**src/rtl/ex_stage_mdu.sv**
```systemverilog
// Execute stage: forwarding muxes, single-cycle ALU, iterative RV32M multiply/divide unit, EX/MEM register.
// Define EX_MDU_DIV_EN to build the divider; otherwise div/rem ops complete in one cycle with result 0.
module ex_stage_mdu #(
    parameter int XLEN = 32,
    parameter int NFWD = 2,
    parameter int SELW = 2
) (
    input  logic                 clk,
    input  logic                 reset,
    input  logic                 in_valid,
    input  logic [4:0]           ctl_in,
    input  logic                 alu_src,
    input  logic [1:0]           alu_op,
    input  logic [6:0]           funct7,
    input  logic [2:0]           funct3,
    input  logic [4:0]           rd_in,
    input  logic [XLEN-1:0]      pc_in,
    input  logic [XLEN-1:0]      imm_in,
    input  logic [XLEN-1:0]      rs1_data,
    input  logic [XLEN-1:0]      rs2_data,
    input  logic [NFWD*XLEN-1:0] fwd_data,
    input  logic [SELW-1:0]      fwd_sel_a,
    input  logic [SELW-1:0]      fwd_sel_b,
    input  logic                 stall_in,
    input  logic                 flush,
    output logic                 ex_busy,
    output logic                 out_valid,
    output logic [4:0]           ctl_out,
    output logic [4:0]           rd_out,
    output logic [XLEN-1:0]      pc_out,
    output logic [XLEN-1:0]      result_out,
    output logic [XLEN-1:0]      rs2_out,
    output logic                 zero_out
);
    localparam int SHW = $clog2(XLEN);
    localparam logic [SHW-1:0] LAST = SHW'(XLEN - 1);

    typedef enum logic [1:0] {
        IDLE = 2'd0,
        MUL  = 2'd1,
`ifdef EX_MDU_DIV_EN
        DIV  = 2'd2,
`endif
        DONE = 2'd3
    } state_e;

    state_e            state_q, state_d;
    logic [SHW-1:0]    cnt_q, cnt_d;
    logic [XLEN-1:0]   hi_q, hi_d, lo_q, lo_d, mc_q, mc_d, m_pc_q, m_pc_d, m_b_q, m_b_d;
    logic [2:0]        f3_q, f3_d;
    logic              neg_res_q, neg_res_d, neg_rem_q, neg_rem_d, dz_q, dz_d;
    logic [4:0]        m_ctl_q, m_ctl_d, m_rd_q, m_rd_d, ctl_q, ctl_d, rd_q, rd_d;
    logic              valid_q, valid_d, zero_q, zero_d;
    logic [XLEN-1:0]   pc_q, pc_d, result_q, result_d, rs2_q, rs2_d;

    logic [XLEN-1:0]   opa, opb, opb_alu, alu_res, mag_a, mag_b, quo, rem, m_res;
    logic [2*XLEN-1:0] prod;
    logic [XLEN:0]     mul_sum;
    logic              is_m, m_issues, issue, sgn_a, sgn_b, neg_a, neg_b;

    // NOTE: every variable driven in always_comb gets a default first; a missed branch would infer a latch.
    always_comb begin
        opa = rs1_data;
        opb = rs2_data;
        for (int k = 0; k < NFWD; k++) begin
            if (fwd_sel_a == SELW'(k + 1)) opa = fwd_data[k*XLEN +: XLEN];
            if (fwd_sel_b == SELW'(k + 1)) opb = fwd_data[k*XLEN +: XLEN];
        end
    end

    assign opb_alu = alu_src ? imm_in : opb;
    assign is_m    = (alu_op == 2'b10) && (funct7 == 7'b0000001);

    always_comb begin
        alu_res = '0;
        case (alu_op)
            2'b00: alu_res = opa + opb_alu;
            2'b01: alu_res = opa - opb_alu;
            default: begin
                case (funct3)
                    3'b000: alu_res = (alu_op == 2'b10 && funct7[5]) ? opa - opb_alu : opa + opb_alu;
                    3'b001: alu_res = opa << opb_alu[SHW-1:0];
                    3'b010: alu_res = {{(XLEN-1){1'b0}}, $signed(opa) < $signed(opb_alu)};
                    3'b011: alu_res = {{(XLEN-1){1'b0}}, opa < opb_alu};
                    3'b100: alu_res = opa ^ opb_alu;
                    3'b101: alu_res = funct7[5] ? XLEN'($signed(opa) >>> opb_alu[SHW-1:0])
                                                : opa >> opb_alu[SHW-1:0];
                    3'b110: alu_res = opa | opb_alu;
                    default: alu_res = opa & opb_alu;
                endcase
            end
        endcase
        // Only div/rem reach here as M ops when the divider is left out.
        if (is_m) alu_res = '0;
    end

`ifdef EX_MDU_DIV_EN
    assign m_issues = is_m;
    logic [XLEN:0] rem_sh, diff;
    assign rem_sh = {hi_q, lo_q[XLEN-1]};
    assign diff   = rem_sh - {1'b0, mc_q};
`else
    assign m_issues = is_m && !funct3[2];
`endif

    assign issue   = in_valid && m_issues && !flush && !reset && (state_q == IDLE);
    assign sgn_a   = (funct3 == 3'b001) || (funct3 == 3'b010) || (funct3 == 3'b100) || (funct3 == 3'b110);
    assign sgn_b   = (funct3 == 3'b001) || (funct3 == 3'b100) || (funct3 == 3'b110);
    assign neg_a   = sgn_a && opa[XLEN-1];
    assign neg_b   = sgn_b && opb[XLEN-1];
    assign mag_a   = neg_a ? -opa : opa;
    assign mag_b   = neg_b ? -opb : opb;
    assign mul_sum = {1'b0, hi_q} + {1'b0, (lo_q[0] ? mc_q : {XLEN{1'b0}})};

    always_comb begin
        ex_busy = 1'b0;
        case (state_q)
            IDLE:    ex_busy = issue;
            DONE:    ex_busy = stall_in;
            default: ex_busy = 1'b1;
        endcase
        if (flush || reset) ex_busy = 1'b0;
    end

    // Shift loops work on magnitudes; signs are restored here from the flags captured at issue.
    always_comb begin
        prod = {hi_q, lo_q};
        if (neg_res_q) prod = -prod;
        quo = neg_res_q ? -lo_q : lo_q;
        if (dz_q) quo = '1;
        rem = neg_rem_q ? -hi_q : hi_q;
        case (f3_q)
            3'b000:                 m_res = prod[XLEN-1:0];
            3'b001, 3'b010, 3'b011: m_res = prod[2*XLEN-1:XLEN];
            3'b100, 3'b101:         m_res = quo;
            default:                m_res = rem;
        endcase
    end

    always_comb begin
        state_d = state_q;   cnt_d = cnt_q;       hi_d = hi_q;     lo_d = lo_q;   mc_d = mc_q;
        f3_d = f3_q;         neg_res_d = neg_res_q; neg_rem_d = neg_rem_q; dz_d = dz_q;
        m_ctl_d = m_ctl_q;   m_rd_d = m_rd_q;     m_pc_d = m_pc_q; m_b_d = m_b_q;
        valid_d = valid_q;   ctl_d = ctl_q;       rd_d = rd_q;     pc_d = pc_q;
        result_d = result_q; rs2_d = rs2_q;       zero_d = zero_q;

        case (state_q)
            IDLE: begin
                if (issue) begin
                    cnt_d     = '0;
                    hi_d      = '0;
                    lo_d      = funct3[2] ? mag_a : mag_b;
                    mc_d      = funct3[2] ? mag_b : mag_a;
                    f3_d      = funct3;
                    neg_res_d = neg_a ^ neg_b;
                    neg_rem_d = neg_a;
                    dz_d      = (opb == '0);
                    m_ctl_d   = ctl_in;
                    m_rd_d    = rd_in;
                    m_pc_d    = pc_in;
                    m_b_d     = opb;
`ifdef EX_MDU_DIV_EN
                    state_d   = funct3[2] ? DIV : MUL;
`else
                    state_d   = MUL;
`endif
                end
            end
            MUL: begin
                hi_d  = mul_sum[XLEN:1];
                lo_d  = {mul_sum[0], lo_q[XLEN-1:1]};
                cnt_d = cnt_q + 1'b1;
                if (cnt_q == LAST) state_d = DONE;
            end
`ifdef EX_MDU_DIV_EN
            DIV: begin
                hi_d  = diff[XLEN] ? rem_sh[XLEN-1:0] : diff[XLEN-1:0];
                lo_d  = {lo_q[XLEN-2:0], !diff[XLEN]};
                cnt_d = cnt_q + 1'b1;
                if (cnt_q == LAST) state_d = DONE;
            end
`endif
            DONE:    if (!stall_in) state_d = IDLE;
            default: state_d = IDLE;
        endcase
        if (flush) state_d = IDLE;

        if (flush) begin
            valid_d = 1'b0;
            ctl_d   = '0;
        end else if (stall_in) begin
            valid_d = valid_q;
        end else if (state_q == DONE) begin
            valid_d  = 1'b1;
            ctl_d    = m_ctl_q;
            rd_d     = m_rd_q;
            pc_d     = m_pc_q;
            result_d = m_res;
            rs2_d    = m_b_q;
            zero_d   = (m_res == '0);
        end else if (ex_busy) begin
            valid_d = 1'b0;
            ctl_d   = '0;
        end else begin
            valid_d  = in_valid;
            ctl_d    = in_valid ? ctl_in : 5'd0;
            rd_d     = rd_in;
            pc_d     = pc_in;
            result_d = alu_res;
            rs2_d    = opb;
            zero_d   = (alu_res == '0);
        end
    end

    // NOTE: sequential state uses non-blocking assignments so every flop samples pre-edge values.
    always_ff @(posedge clk) begin
        if (reset) begin
            state_q <= IDLE; cnt_q <= '0; hi_q <= '0; lo_q <= '0; mc_q <= '0;
            f3_q <= '0; neg_res_q <= 1'b0; neg_rem_q <= 1'b0; dz_q <= 1'b0;
            m_ctl_q <= '0; m_rd_q <= '0; m_pc_q <= '0; m_b_q <= '0;
            valid_q <= 1'b0; ctl_q <= '0; rd_q <= '0; pc_q <= '0;
            result_q <= '0; rs2_q <= '0; zero_q <= 1'b0;
        end else begin
            state_q <= state_d; cnt_q <= cnt_d; hi_q <= hi_d; lo_q <= lo_d; mc_q <= mc_d;
            f3_q <= f3_d; neg_res_q <= neg_res_d; neg_rem_q <= neg_rem_d; dz_q <= dz_d;
            m_ctl_q <= m_ctl_d; m_rd_q <= m_rd_d; m_pc_q <= m_pc_d; m_b_q <= m_b_d;
            valid_q <= valid_d; ctl_q <= ctl_d; rd_q <= rd_d; pc_q <= pc_d;
            result_q <= result_d; rs2_q <= rs2_d; zero_q <= zero_d;
        end
    end

    assign out_valid  = valid_q;
    assign ctl_out    = ctl_q;
    assign rd_out     = rd_q;
    assign pc_out     = pc_q;
    assign result_out = result_q;
    assign rs2_out    = rs2_q;
    assign zero_out   = zero_q;

endmodule

```
**config.mk**
```make
export PLATFORM = sky130hd
export DESIGN_NAME = ex_stage_mdu
export DESIGN_NICKNAME = d
export VERILOG_FILES = /design/src/rtl/ex_stage_mdu.sv
export SDC_FILE = /design/constraint.sdc
export NUM_CORES = 2
export LEC_CHECK = 0
export ABC_AREA = 1
export BUFFER_PORTS_ARGS = -buffer_cell sky130_fd_sc_hd__buf_2
export CORE_UTILIZATION = 45
export CTS_CLUSTER_DIAMETER = 150
export DETAILED_ROUTE_END_ITERATION = 12
export GPL_TIMING_DRIVEN = 0
export PLACE_DENSITY = 0.69
export SLEW_MARGIN = 20
export SYNTH_ARGS = -nofsm -noshare
export SYNTH_HDL_FRONTEND = slang
export SYNTH_SLANG_ARGS = --single-unit
```
**constraint.sdc**
```tcl
create_clock -name clk -period 11.25 [get_ports clk]
set_input_delay 0.5625 -clock clk [delete_from_list [all_inputs] [get_ports clk]]
set_output_delay 0.5625 -clock clk [all_outputs]
set_load 0.01 [all_outputs]
```
==> reports/metrics.yaml <==
synthesis:
  synth_mux_area_share_pct: 0
  synth-seq-area-share_pct: 19.0
  synth-async-reset-ratio_pct: 0
  synth_edf_count: 0
  synth_ff_type: "dfxtp_1"
  synth_seq_cells: 291
  yosys.cell_types.count: 60
  synth_xor_area_share_pct: 3.71
  yosys.area_share.simple_pct: 36.6
  synthesis.area_mm2: 0.0307
  synth_top_family_by_area: "simple AND/OR/NAND/NOR gates"
  synth_fa_ha_area_share_pct: 5.43
  syn-num-nets: 5724
  ys_warn_count: 0
  synth_compound_area_share_pct: 23.5
  avgSynthCellArea_um2: 5.72
  syn_inst: 5368
timing:
  tightest_slew_ns: 1.29
  fin_crit_sh_pct: 54.3
  final_max_slew_viol_count: 0
  finalHoldViolCount: 0
  setup_viol: 0
  fin_skew_ns: 0.0604
  relSlewSlack_pct: 13.0
  fin_setup_tns_ns: 0
  min_period_ns: 6.11
  rsz0062_at_grt: "false"
  fmaxAchievable_ghz: 0.164
clocking:
  hold_buffers: 0
  postCtsSetupBuffers: 0
  numCtsBuffers: 28
  clk_pin_slew_worst_paths_ns: 0.07
  cts_resized: 0
  cts_tree: "built"
  ctsRootBufferMaster: "clkbuf_16"
  cts_buffer_depth: 3
  clk_latency_ns: 0.61
  cts_sinks: 291
  cts_max_level: 1
final_layout:
  fin_util_pct: 51.3
  multi_input_area_mm2: 0.0213
  nets: 6087
  seqCellArea_mm2: 0.00583
  layout_common_cells: "1,360 x nand2_1, 631 x nand3_1, 565 x inv_1, 530 x a21oi_1, 498 x o21ai_0"
  nFillCells: 7197
  area_growth_pct: 12.5
  drive_above_1_share_pct: 10.4
  final_common_cell: "nand2_1"
place:
  portBuffers: 328
  hpwl_um: 141000
  gp_congestion: 1.08
global_route:
  antenna_found_initial: 10
  grt_util_all_layers_pct: 48.2
  grt_pass1_vias: 37400
  overflow: 0
  grt_max_degree: 17
  grt_first_pass_wirelength_um: 249000
drt:
  drtAntennaViolNets: 0
  drt_iter0_markers: 6413
  vias: 41100
  drt_pass1_iterations: 9
  wl_per_cell_um: 26.2
  viasPerCell: 6.19
  totalWireLength_um: 174000
  drc_errors: 0
floorplanning:
  start_util_pct: 45.6
  num_rows: 95
  ios: 333
  die_height_um: 263
  coreArea_mm2: 0.0673
  die_w_um: 263
  fp.dieArea_mm2: 0.0693
setup_path:
  worstSetupStartpointType: "input pin"
  ff2ff_setup_slack_ns: 6.75
  required_ns: 11.75
  critPathCaptureType: "register"
  cp_max_fo: 10
  arrival_ns: 6.61
  worst_r2r_path_depth: 23
  r2r_end: "zero_out"
  critPathKind: "input pin to register"
  reg2reg_from: "lo_q[0]"
hold_path:
  hold_end: "m_pc_q[31]"
  worstHoldPathCells: 3
  min_from: "pc_in[31]"
  hold_class: "input pin to register"
power_and_ir_drop:
  power_density_mw_per_mm2: 113
  leakage_nw: 17.2
  ir_drop_mv: 0.128
outcome:
  outcome: "complete, no violations"
job:
  cap_violations: 0
-- where the power goes --
| group | switching, mW | internal, mW | total, mW |
|---|---|---|---|
| sequential | 0.0162 | 1.06 | 1.07 |
| combinational | 1.29 | 0.453 | 1.75 |
| clock | 0.446 | 0.632 | 1.08 |
-- worst max-delay path, cell delays in order --
cell and delay, ns:
buf_6 0.12, inv_2 0.06, nand2_4 0.08, buf_6 0.16, buf_6 0.15, buf_6 0.15
buf_2 0.19, o21ai_0 1.00, o21ai_0 0.71, ha_1 0.50, clkbuf_1 0.37, inv_1 0.18
a21oi_1 0.43, o21ai_0 0.22, inv_1 0.11, nor2_1 0.08, a2111oi_0 0.43, nand2_1 0.12
nand2_1 0.09, nand3_1 0.07, nand3_1 0.12, nand2_1 0.06, nand2_1 0.09, a21oi_1 0.09
nor3_1 0.20, nand3_1 0.11, a21oi_1 0.13
-- layer usage --
metal / up-vias / share of wire (%) / GRT usage [%]
li1: 18500 / - / -
met1: 18800 / 39 / 63.1
met2: 3119 / 40 / 70.2
met3: 628 / 14 / 13.4
met4: 4 / 7.3 / 28.5
met5: - / 0.016 / 0
-- per-stage QoR --
stage	instance area, µm²	hold WS (ns)	setup WS [ns]	power, mW	cells
6_report	34500	0.208	5.14	3.90	6633
5_1_grt	34500	0.224	4.88	4.02	6627
4_1_cts	34500	0.194	5.46	3.79	6625
3_5_place_dp	33500	0.443	4.93	2.73	6574
3_3_place_gp	33400	0.438	4.88	2.73	6569
2_1_floorplan	30700	0.429	7.09	2.07	5368
-- logic make-up after synthesis --
kind of cell / Yosys count
flip-flops: 291
buffers and inverters: 906
XOR/XNOR: 130
AO/OA/AOI/OAI: 1305
adder cells (fa/ha/maj): 132
AND/OR/NAND/NOR: 2604
-- registers in the layout, summed over array words and instances, names as in the netlist, 32 cells and up --
name,flops
mc_q,32
hi_q,32
rs2_out,32
lo_q,32
m_b_q,32
m_pc_q,32
pc_out,32
result_out,32
-- worst max-delay path by stage --
stage | start | end | depth (start not counted)
floorplan | fwd_sel_b[0] | zero_out | 31
detailed placement | fwd_sel_b[0] | zero_out | 26
CTS | fwd_sel_b[0] | result_out[30] | 27
global placement | fwd_sel_b[0] | zero_out | 31
finish | fwd_sel_b[0] | zero_out | 27
global route | fwd_sel_b[1] | zero_out | 29
-- cell usage after synthesis (4+ instances only) --
cell type / count / area [µm²]
a211oi_1: 14 / 105
a21boi_0: 4 / 30.0
a21oi_1: 530 / 2650
a221oi_1: 9 / 78.8
a31oi_1: 20 / 125
buf_1: 31 / 116
buf_2: 49 / 245
buf_4: 8 / 60.1
buf_6: 18 / 203
clkbuf_1: 208 / 781
clkinv_1: 5 / 18.8
dfxtp_1: 291 / 5830
ha_1: 130 / 1630
inv_1: 565 / 2120
inv_2: 22 / 82.6
nand2_1: 1360 / 5100
nand2_2: 25 / 156
nand2_4: 6 / 67.6
nand3_1: 631 / 3160
nand3_2: 5 / 50.1
nand3b_1: 6 / 45.0
nand4_1: 31 / 194
nor2_1: 383 / 1440
nor2_2: 8 / 50.1
nor2_4: 6 / 67.6
nor3_1: 61 / 305
nor3_2: 6 / 60.1
nor4_1: 16 / 100
o2111ai_1: 4 / 35.0
o211ai_1: 83 / 623
o21a_1: 42 / 315
o21ai_0: 508 / 2540
o21ai_1: 30 / 150
o21ai_2: 12 / 105
o21ai_4: 4 / 65.1
o21bai_1: 8 / 60.1
o221ai_1: 8 / 70.1
o22ai_1: 7 / 43.8
o31ai_1: 6 / 45.0
or2_1: 9 / 56.3
or2_2: 36 / 225
xnor2_1: 27 / 236
xor2_1: 103 / 902
-- final cells by class --
| cell class | instances | area share (%) |
|---|---|---|
| inverter | 592 | 6.43 |
| clock buffer | 35 | 2.25 |
| tap | 873 | 3.16 |
| timing repair buffer | 333 | 4.86 |
| sequential | 291 | 16.9 |
| clock inverter | 16 | 0.779 |
| multi-input combinational | 4171 | 61.5 |
| buffer | 314 | 4.07 |
| antenna | 8 | 0.0580 |
Note: power is estimated with default switching activity, not from simulation.
